File: config.mk
export PLATFORM = sky130hd
export DESIGN_NAME = alu_driver
export DESIGN_NICKNAME = d
export VERILOG_FILES = /design/src/rtl/alu_driver_pkg.sv /design/src/rtl/alu_driver_result_fifo.sv /design/src/rtl/alu_driver.sv
export SDC_FILE = /design/constraint.sdc
export NUM_CORES = 1
export LEC_CHECK = 0
export CORE_MARGIN = 1
export CORE_UTILIZATION = 45
export DETAILED_ROUTE_END_ITERATION = 8
export DONT_BUFFER_PORTS = 1
export HOLD_SLACK_MARGIN = 0.1
export SYNTH_ARGS = -nofsm -noshare
export SYNTH_HDL_FRONTEND = slang
export SYNTH_SLANG_ARGS = --single-unit
File: constraint.sdc
create_clock -name clock -period 2.9 [get_ports clock]
set_input_delay 0.435 -clock clock [delete_from_list [all_inputs] [get_ports clock]]
set_output_delay 0.435 -clock clock [all_outputs]
set_load 0.01 [all_outputs]
File: src/rtl/alu_driver_pkg.sv
// alu_driver_pkg: shared constants and the buffered result record
// for the ALU driver and its result FIFO.
package alu_driver_pkg;

  localparam logic [1:0] OP_ADD = 2'b00;
  localparam logic [1:0] OP_SUB = 2'b01;
  localparam logic [1:0] OP_SHL = 2'b10;
  localparam logic [1:0] OP_SHR = 2'b11;

  localparam int DATA_W = 8;
  localparam int OP_W   = 2;
  localparam int SH_W   = 3;
  localparam int TAG_W  = 3;
  localparam int CNT_W  = 16;
  localparam int RES_W  = DATA_W + OP_W + TAG_W;

  typedef struct packed {
    logic [OP_W-1:0]   op;
    logic [TAG_W-1:0]  tag;
    logic [DATA_W-1:0] y;
  } res_t;

endpackage

File: src/rtl/alu_driver_result_fifo.sv
// result_fifo: synchronous FIFO, DEPTH x WIDTH, head shown combinationally.
// Ports: i_clk/i_rst, i_wr_en/i_wr_data, i_rd_en, o_rd_data, o_count, o_empty.
module result_fifo
  import alu_driver_pkg::*;
#(
  parameter int DEPTH = 4,
  parameter int WIDTH = RES_W
) (
  input  logic                     i_clk,
  input  logic                     i_rst,
  input  logic                     i_wr_en,
  input  logic [WIDTH-1:0]         i_wr_data,
  input  logic                     i_rd_en,
  output logic [WIDTH-1:0]         o_rd_data,
  output logic [$clog2(DEPTH):0]   o_count,
  output logic                     o_empty
);

  localparam int AW = $clog2(DEPTH);
  localparam logic [AW:0] L_FULL = (AW+1)'(DEPTH);

  logic [WIDTH-1:0] r_mem [DEPTH];
  logic [AW-1:0]    r_wp;
  logic [AW-1:0]    r_rp;
  logic [AW:0]      r_cnt;
  logic             w_full;
  logic             w_wr;
  logic             w_rd;

  assign o_empty   = (r_cnt == '0);
  assign w_full    = (r_cnt == L_FULL);
  assign w_rd      = i_rd_en & ~o_empty;
  // a full FIFO still takes a write when the head leaves the same edge
  assign w_wr      = i_wr_en & (~w_full | w_rd);
  assign o_rd_data = r_mem[r_rp];
  assign o_count   = r_cnt;

  always_ff @(posedge i_clk or posedge i_rst) begin
    if (i_rst) begin
      r_wp  <= '0;
      r_rp  <= '0;
      r_cnt <= '0;
    end else begin
      if (w_wr) r_wp <= r_wp + 1'b1;
      if (w_rd) r_rp <= r_rp + 1'b1;
      case ({w_wr, w_rd})
        2'b10:   r_cnt <= r_cnt + 1'b1;
        2'b01:   r_cnt <= r_cnt - 1'b1;
        default: r_cnt <= r_cnt;
      endcase
    end
  end

  always_ff @(posedge i_clk) begin
    if (w_wr) r_mem[r_wp] <= i_wr_data;
  end

endmodule

File: src/rtl/alu_driver.sv
// alu_driver: issues commands to a fixed-latency ALU and buffers tagged results.
// Ports: cmd_* in (valid/ready), alu_* drive/return, res_* out (valid/ready), err, op_count.
module alu_driver
  import alu_driver_pkg::*;
#(
  parameter int ALU_LAT    = 1,
  parameter int FIFO_DEPTH = 4
) (
  input  logic              clock,
  input  logic              reset,
  input  logic              cmd_valid,
  output logic              cmd_ready,
  input  logic [DATA_W-1:0] cmd_opA,
  input  logic [DATA_W-1:0] cmd_opB,
  input  logic [OP_W-1:0]   cmd_opcode,
  input  logic [SH_W-1:0]   cmd_shift,
  output logic [DATA_W-1:0] alu_opA,
  output logic [DATA_W-1:0] alu_opB,
  output logic [OP_W-1:0]   alu_opcode,
  output logic [SH_W-1:0]   alu_shift_num,
  input  logic [DATA_W-1:0] alu_y,
  input  logic [OP_W-1:0]   alu_opOut,
  output logic              res_valid,
  input  logic              res_ready,
  output logic [DATA_W-1:0] res_y,
  output logic [OP_W-1:0]   res_opcode,
  output logic [TAG_W-1:0]  res_tag,
  output logic              err,
  output logic [CNT_W-1:0]  op_count
);

  localparam int CW = $clog2(FIFO_DEPTH) + 1;
  localparam logic [CW:0] L_DEPTH = (CW+1)'(FIFO_DEPTH);

  logic               w_accept;
  logic               w_cap;
  logic               w_pop;
  logic               w_empty;
  logic [CW-1:0]      w_fcount;
  logic [CW:0]        w_inflight;
  logic [CW:0]        w_used;
  res_t               w_wdata;
  res_t               w_head;

  logic               r_rdy_en;
  logic [TAG_W-1:0]   r_tag;
  logic [ALU_LAT-1:0] r_sv;
  logic [TAG_W-1:0]   r_stag [ALU_LAT];
  logic [OP_W-1:0]    r_sop  [ALU_LAT];

  always_comb begin
    w_inflight = '0;
    for (int i = 0; i < ALU_LAT; i++) begin
      w_inflight = w_inflight + (CW+1)'(r_sv[i]);
    end
  end

  // credits: every in-flight op owns a FIFO slot, so captures never drop
  assign w_used    = w_inflight + {1'b0, w_fcount};
  assign cmd_ready = r_rdy_en & (w_used < L_DEPTH);
  assign w_accept  = cmd_valid & cmd_ready;
  assign w_cap     = r_sv[ALU_LAT-1];
  assign res_valid = ~w_empty;
  assign w_pop     = res_valid & res_ready;

  always_comb begin
    w_wdata     = '0;
    w_wdata.op  = r_sop[ALU_LAT-1];
    w_wdata.tag = r_stag[ALU_LAT-1];
    w_wdata.y   = alu_y;
  end

  assign res_y      = w_head.y;
  assign res_opcode = w_head.op;
  assign res_tag    = w_head.tag;

  always_ff @(posedge clock or posedge reset) begin
    if (reset) begin
      r_rdy_en      <= 1'b0;
      r_tag         <= '0;
      r_sv          <= '0;
      alu_opA       <= '0;
      alu_opB       <= '0;
      alu_opcode    <= '0;
      alu_shift_num <= '0;
      err           <= 1'b0;
      op_count      <= '0;
      for (int i = 0; i < ALU_LAT; i++) begin
        r_stag[i] <= '0;
        r_sop[i]  <= '0;
      end
    end else begin
      r_rdy_en  <= 1'b1;
      r_sv[0]   <= w_accept;
      r_stag[0] <= r_tag;
      r_sop[0]  <= cmd_opcode;
      for (int i = 1; i < ALU_LAT; i++) begin
        r_sv[i]   <= r_sv[i-1];
        r_stag[i] <= r_stag[i-1];
        r_sop[i]  <= r_sop[i-1];
      end
      if (w_accept) begin
        alu_opA       <= cmd_opA;
        alu_opB       <= cmd_opB;
        alu_opcode    <= cmd_opcode;
        alu_shift_num <= cmd_shift;
        r_tag         <= r_tag + 1'b1;
      end
      if (w_cap && (alu_opOut != r_sop[ALU_LAT-1])) err <= 1'b1;
      if (w_pop) op_count <= op_count + 1'b1;
    end
  end

  result_fifo #(
    .DEPTH (FIFO_DEPTH),
    .WIDTH (RES_W)
  ) u_fifo (
    .i_clk     (clock),
    .i_rst     (reset),
    .i_wr_en   (w_cap),
    .i_wr_data (w_wdata),
    .i_rd_en   (w_pop),
    .o_rd_data (w_head),
    .o_count   (w_fcount),
    .o_empty   (w_empty)
  );

endmodule

# Word level (Yosys, flattened, before mapping)

Memories as Yosys holds them, arrays and structs flattened.
Index checks and enable logic that the tools add are counted.

Output and inout bits: 53
Flip-flop bits (word level): 55
Memories kept: 1
RAM bits: 52
Logic and storage cells: 41
Bits of input ports: 35

Equal/unequal tests: 4
$add $sub $neg: 7
Bitwise gates (word level): 8
Mux-type cells: 3
Reductions and logical operators: 3
Magnitude comparators: 1

Memories:

| memory       | depth | bits a word | rd ports | clocked after memory_dff | write ports | RTL line                     | source |
|---|---|---|---|---|---|---|---|
| u_fifo.r_mem | 4     | 13          | 1        | 0                        | 1           | alu_driver_result_fifo.sv:22 | `logic [WIDTH-1:0] r_mem [DEPTH];` |

Operators with widths:

| kind                                                                 | count |
|---|---|
| 16-bit by 1-bit adder with 16-bit output, second input constant      | 1 |
| 3-bit by 1-bit adder with 3-bit output, second input constant        | 2 |
| 3-bit case mux with 2 select lines                                   | 1 |
| 1-bit AND                                                            | 5 |
| 1-bit by 3-bit adder with 4-bit output                               | 1 |
| 2-bit by 1-bit adder with 2-bit output, second input constant        | 2 |
| 4-bit by 3-bit < comparator with 1-bit output, second input constant | 1 |
| 3-bit == test, second input constant                                 | 1 |
| 3-bit zero test                                                      | 1 |
| 3-bit by 1-bit subtractor with 3-bit output, second input constant   | 1 |
| 2-bit by 1-bit == test with 1-bit output, second input constant      | 1 |
| 2-bit == test, second input constant                                 | 1 |
| 1-bit two-way mux                                                    | 2 |
| 2-bit inequality test                                                | 1 |
| 1-bit inverter                                                       | 2 |
| 2-bit nonzero test                                                   | 1 |
| 1-bit logical AND                                                    | 1 |
| 1-bit OR                                                             | 1 |

# Logic depth before layout (Yosys ltp)

Word-level depth: 8
Gate-level depth with buffers: 8
Gate-level depth less buffers: 7

# Hierarchy

From an unflattened synthesis, not the netlist that was laid out.

Cells, all modules: 241
Area, all modules: 4231.6 µm²

Modules (own cells, without submodules):

| module      | cells an instance | area each (µm²) | sequential area each (µm²) | times used |
|---|---|---|---|---|
| result_fifo | 106               | 2294.7          | 1736.7                     | 1 |
| alu_driver  | 135               | 1936.9          | 1201.2                     | 1 |

# Worst setup path after synthesis

Ideal clock, no wire load.

Path type: input port to flip-flop
Start point: input res_ready
End point: register u_fifo.r_cnt[2] (netlist: u_fifo.o_count[2])
Arrival: 1.987 ns
Setup time: 0.123 ns
Path slack: 0.791 ns
Required time: 2.777 ns
Buffers on the path: 1
Cell stages on the path: 7
Path through: buf_2 o31a_1 nand2b_1 fa_1 or3b_2 a31oi_1 nand2_1

Word-level cells in the longest chain between the ends: 6
Elaborated cells between the ends (all ways): 8
Those cells by class: 2 x eq/ne; 1 x mux; 4 x bitwise; 1 x reduce/logical

RTL lines:

| element                                                                   | RTL line                     | source |
|---|---|---|
| start, declared                                                           | alu_driver.sv:24             | `input logic res_ready,` |
| 1-bit AND *                                                               | alu_driver.sv:64             | `assign w_pop = res_valid & res_ready;` |
| 1-bit AND *                                                               | alu_driver_result_fifo.sv:32 | `assign w_rd = i_rd_en & ~o_empty;` |
| 1-bit OR                                                                  | alu_driver_result_fifo.sv:34 | `assign w_wr = i_wr_en & (~w_full \| w_rd);` |
| 1-bit AND                                                                 | alu_driver_result_fifo.sv:34 |  |
| 2-bit by 1-bit == test with 1-bit output or 2-bit == test (tied branches) | alu_driver_result_fifo.sv:46 | `case ({w_wr, w_rd})` |
| 3-bit case mux with 2 select lines or 2-bit nonzero test (tied branches)  | -                            |  |
| end signal, assigned                                                      | alu_driver_result_fifo.sv:47 | `2'b10: r_cnt <= r_cnt + 1'b1;` |
| end signal, assigned                                                      | alu_driver_result_fifo.sv:48 | `2'b01: r_cnt <= r_cnt - 1'b1;` |
| end signal, assigned                                                      | alu_driver_result_fifo.sv:49 | `default: r_cnt <= r_cnt;` |
| end, declared                                                             | alu_driver_result_fifo.sv:25 | `logic [AW:0] r_cnt;` |

Mark *: on every way between the ends. The rest lies on a longest branch, timed or not.
A chain may end at the register's enable or synchronous reset.

# Worst setup path in the final report

Start point: register u_fifo.r_cnt[0] (netlist: u_fifo.o_count[0])
End point: register u_fifo.r_cnt[2] (netlist: u_fifo.o_count[2])

Word-level cells in the longest chain between the ends: 8
Elaborated cells between the ends (all ways): 14
Those cells by class: 2 x add/sub; 3 x eq/ne; 1 x mux; 6 x bitwise; 2 x reduce/logical

RTL lines:

| element                                                                   | RTL line                                       | source |
|---|---|---|
| 3-bit zero test                                                           | alu_driver_result_fifo.sv:30                   | `assign o_empty = (r_cnt == '0);` |
| 1-bit inverter                                                            | alu_driver_result_fifo.sv:32, alu_driver.sv:63 |  |
| 1-bit AND                                                                 | alu_driver.sv:64                               |  |
| 1-bit AND                                                                 | alu_driver_result_fifo.sv:32                   |  |
| 1-bit OR                                                                  | alu_driver_result_fifo.sv:34                   |  |
| 1-bit AND                                                                 | alu_driver_result_fifo.sv:34                   |  |
| 2-bit by 1-bit == test with 1-bit output or 2-bit == test (tied branches) | alu_driver_result_fifo.sv:46                   |  |
| 3-bit case mux with 2 select lines or 2-bit nonzero test (tied branches)  | -                                              |  |

Several ways; a longest one is shown, not always the timed one.

==> flow_metrics.tcl <==
set metrics [dict create \
    gp_congestion 0.689 \
    syn_inst 255 \
    cts_tree "done" \
    path_max_fanout 10 \
    grt.total_usage 0.144 \
    grt_pass1_wl_mm 10.7 \
    cts.repair.resized 0 \
    p_leak_nw 1.75 \
    p_per_area_mw_per_mm2 915 \
    synth.ff_latch_count 107 \
    synth_compound_area_frac 0.0226 \
    drt-initial-drc-count 53 \
    grt_pass1_vias 2174 \
    dr_total_vias 2018 \
    route.final.wire_length_mm 6.57 \
    muxShareOfSynthArea 0.127 \
    worstHoldPathType "primary input to register" \
    cpPeakStageDelay_ns 0.58 \
    start_util 0.464 \
    critical_path_buf_inv_count 0 \
    path_class "register to register" \
    ant_nets 0 \
    clkLatencyLatePin_ns 0.36 \
    max_freq_mhz 440 \
    tightest_slew_ns 0.689 \
    cts_made_buffers 9 \
    max-vdd-ir-drop_mv 0.385 \
    synth_top_family_by_area "multiplexers" \
    rows 35 \
    drt_first_pass_iters 4 \
    cp_data_arrival_time_ns 2.53 \
    end_kind "register" \
    wl_per_cell_um 17.3 \
    dieArea_mm2 0.00988 \
    rsz0062_at_grt "false" \
    synth-seq-area-share 0.688 \
    fin_crit_sh 0.784 \
    synth_xor_area_frac 0.0513 \
    setup_tns_ns 0 \
    placed_area_mm2 0.00438 \
    n_fill_cell 794 \
    crit_required_ns 3.15 \
    fin_crit_ns 2.27 \
    port-buffer-count 0 \
    clkSlewWorstSetupHoldPaths_ns 0.11 \
    die_h_um 99.4 \
    cts_setup_buffers 0 \
    nNetsFinal 305 \
    synth_nets 297 \
    dpl.hpwl_mm 4.21 \
    relSlewSlack 0.541 \
    overflow 0 \
    avgViaCountPerCell 5.32 \
    fp.coreArea_mm2 0.00920 \
    regToRegSetupSlack_ns 0.63 \
    synth_cell_type_count 39 \
    crit_path_start_kind "register" \
    post-place-ws_ns 0.655 \
    h-tree-depth 3 \
    postSynthAreaPerCell_um2 16.7 \
    path_cells "o31a_1, nand2b_1, fa_1, or3b_2, a31oi_1, nand2_1" \
    stdcell_area_mm2 0.00462 \
    grt_max_degree 26 \
    synth_simple_gate_area_share 0.0660 \
    finalSetupViolations 0 \
    synthAdderAreaFrac 0.0223 \
    antenna_found_initial 0 \
    setup_ws_ns 0.625 \
    boundaryPins 88 \
    cts.sinks 107 \
    fin_skew_ns 0.0120 \
    outcome "completed" \
    hold_viol 0 \
    diodes 0 \
    path_delay_family "simple AND/OR/NAND/NOR gates" \
    drc 0 \
    syn_area_mm2 0.00427 \
    drive_above_1_share 0.175 \
    clockBufferDepth 2 \
    whs_ns 0.158 \
    cts_root_buf "clkbuf_8" \
    cpMaxStageDelayCell "dfrtp_1" \
    maxCapViolCount 0 \
    finalMaxSlewViolations 0 \
    die_w_um 99.4 \
    yosys_warnings 0 \
    syn_to_final_growth_pct 8.36 \
]
[metrics by stage]
| step | power [mW] | instances | utilization |
|---|---|---|---|
| floorplan | 3.13 | 255 | - |
| global placement | 3.31 | 360 | 0.477 |
| detailed placement | 3.35 | 360 | 0.477 |
| CTS | 4.30 | 379 | 0.503 |
| global route | 4.50 | 379 | 0.503 |
| finish | 4.23 | 379 | 0.503 |
[power by group]
part           switching (mW)  total (mW)  internal (mW)
registers               0.417        2.39           1.97
clock network           0.526       0.942          0.416
logic                   0.436       0.900          0.463
total                    1.38        4.23           2.85
[worst register-to-register path, stage by stage, from the launching register on]
cell and delay [ns]:
dfrtp_1 0.58, o31a_1 0.33, nand2b_1 0.12, fa_1 0.41, or3b_2 0.48, a31oi_1 0.19, nand2_1 0.07
[flip-flops by register name, indices dropped and copies added (netlist names), 3 cells and up]
name and flops:
alu_shift_num 3, alu_opA 8, alu_opB 8, r_stag 3, op_count 16, r_tag 3, u_fifo.r_mem 52, u_fifo.o_count 3
[path summary, 6_finish.rpt]
path                                   start                  to  depth (start not counted)
min reg2reg                         r_tag[2]           r_stag[2]                          0
max in group asynchronous              reset      u_fifo.r_rp[1]                          3
min in group asynchronous              reset          alu_opA[7]                          2
min                                 alu_y[7]  u_fifo.r_mem[2][7]                          0
max                        u_fifo.o_count[0]   u_fifo.o_count[2]                          6
max reg2reg                u_fifo.o_count[0]   u_fifo.o_count[2]                          6
[routing by layer]
layer  vias up  share of wire  global-route usage
met5         -              0                   0
met4         0         0.0076              0.0577
met3         4          0.083              0.0534
met2        74           0.46               0.218
met1      1007           0.45               0.188
li1        933              -                   -
[cells by family (layout without fill, tap and decap cells)]
group	after synthesis	after routing
multiplexers	35	35
buffers and inverters	21	34
adder cells (fa/ha/maj)	7	7
AND/OR/NAND/NOR	47	47
AO/OA/AOI/OAI	12	12
flip-flops	107	107
other	1	1
XOR/XNOR	25	25
[synthesized netlist by cell type, drive strengths merged]
| cell type | instances | area (um2) |
|---|---|---|
| a21boi | 1 | 7.51 |
| a22oi | 1 | 7.51 |
| a31oi | 2 | 12.5 |
| and2 | 5 | 31.3 |
| and3 | 1 | 6.26 |
| buf | 8 | 45.0 |
| clkbuf | 2 | 7.51 |
| conb | 1 | 3.75 |
| dfrtp | 55 | 1380 |
| edfxtp | 52 | 1560 |
| fa | 1 | 20.0 |
| ha | 6 | 75.1 |
| inv | 11 | 41.3 |
| mux2 | 22 | 248 |
| mux4 | 13 | 293 |
| nand2 | 14 | 52.6 |
| nand2b | 2 | 12.5 |
| nand3 | 4 | 20.0 |
| nand3b | 1 | 7.51 |
| nand4 | 3 | 18.8 |
| nor2 | 5 | 18.8 |
| nor2b | 1 | 6.26 |
| nor3 | 5 | 45.0 |
| nor4 | 1 | 21.3 |
| nor4b | 1 | 8.76 |
| o21ai | 4 | 20.0 |
| o21bai | 1 | 7.51 |
| o31a | 1 | 8.76 |
| o31ai | 1 | 21.3 |
| o41a | 1 | 11.3 |
| or2 | 1 | 6.26 |
| or3 | 2 | 17.5 |
| or3b | 1 | 8.76 |
| xnor2 | 13 | 114 |
| xor2 | 12 | 105 |
[layout by cell type (no fill, tap or decap), types with 2 or more instances in the layout]
| cell | instances |
|---|---|
| mux4_2 | 13 |
| nor2_1 | 5 |
| inv_1 | 10 |
| xnor2_1 | 13 |
| inv_8 | 2 |
| dlygate4sd3_1 | 3 |
| mux2_2 | 5 |
| nand3_1 | 4 |
| buf_4 | 4 |
| mux2_1 | 17 |
| a31oi_1 | 2 |
| nor3_2 | 4 |
| nand2b_1 | 2 |
| clkbuf_8 | 9 |
| o21ai_0 | 4 |
| xor2_1 | 12 |
| nand2_1 | 14 |
| ha_1 | 6 |
| and2_1 | 5 |
| edfxtp_1 | 52 |
| nand4_1 | 3 |
| clkinv_4 | 3 |
| dfrtp_1 | 55 |
[final cells by class]
class | instances | area, um2 | area share
clock buffers | 9 | 124 | 0.0268
inverters | 11 | 41.3 | 0.00893
repair buffers | 7 | 60.1 | 0.0130
clock inverters | 7 | 86.3 | 0.0187
flip-flops and latches | 107 | 2940 | 0.635
multi-input cells | 127 | 1240 | 0.267
well taps | 111 | 139 | 0.0300
[what timing repair did]
item                       CTS  global route
setup endpoints to repair    0             0
hold buffers                 3             0
hold endpoints to repair    16             0
Power figures use the tool's default switching activity.
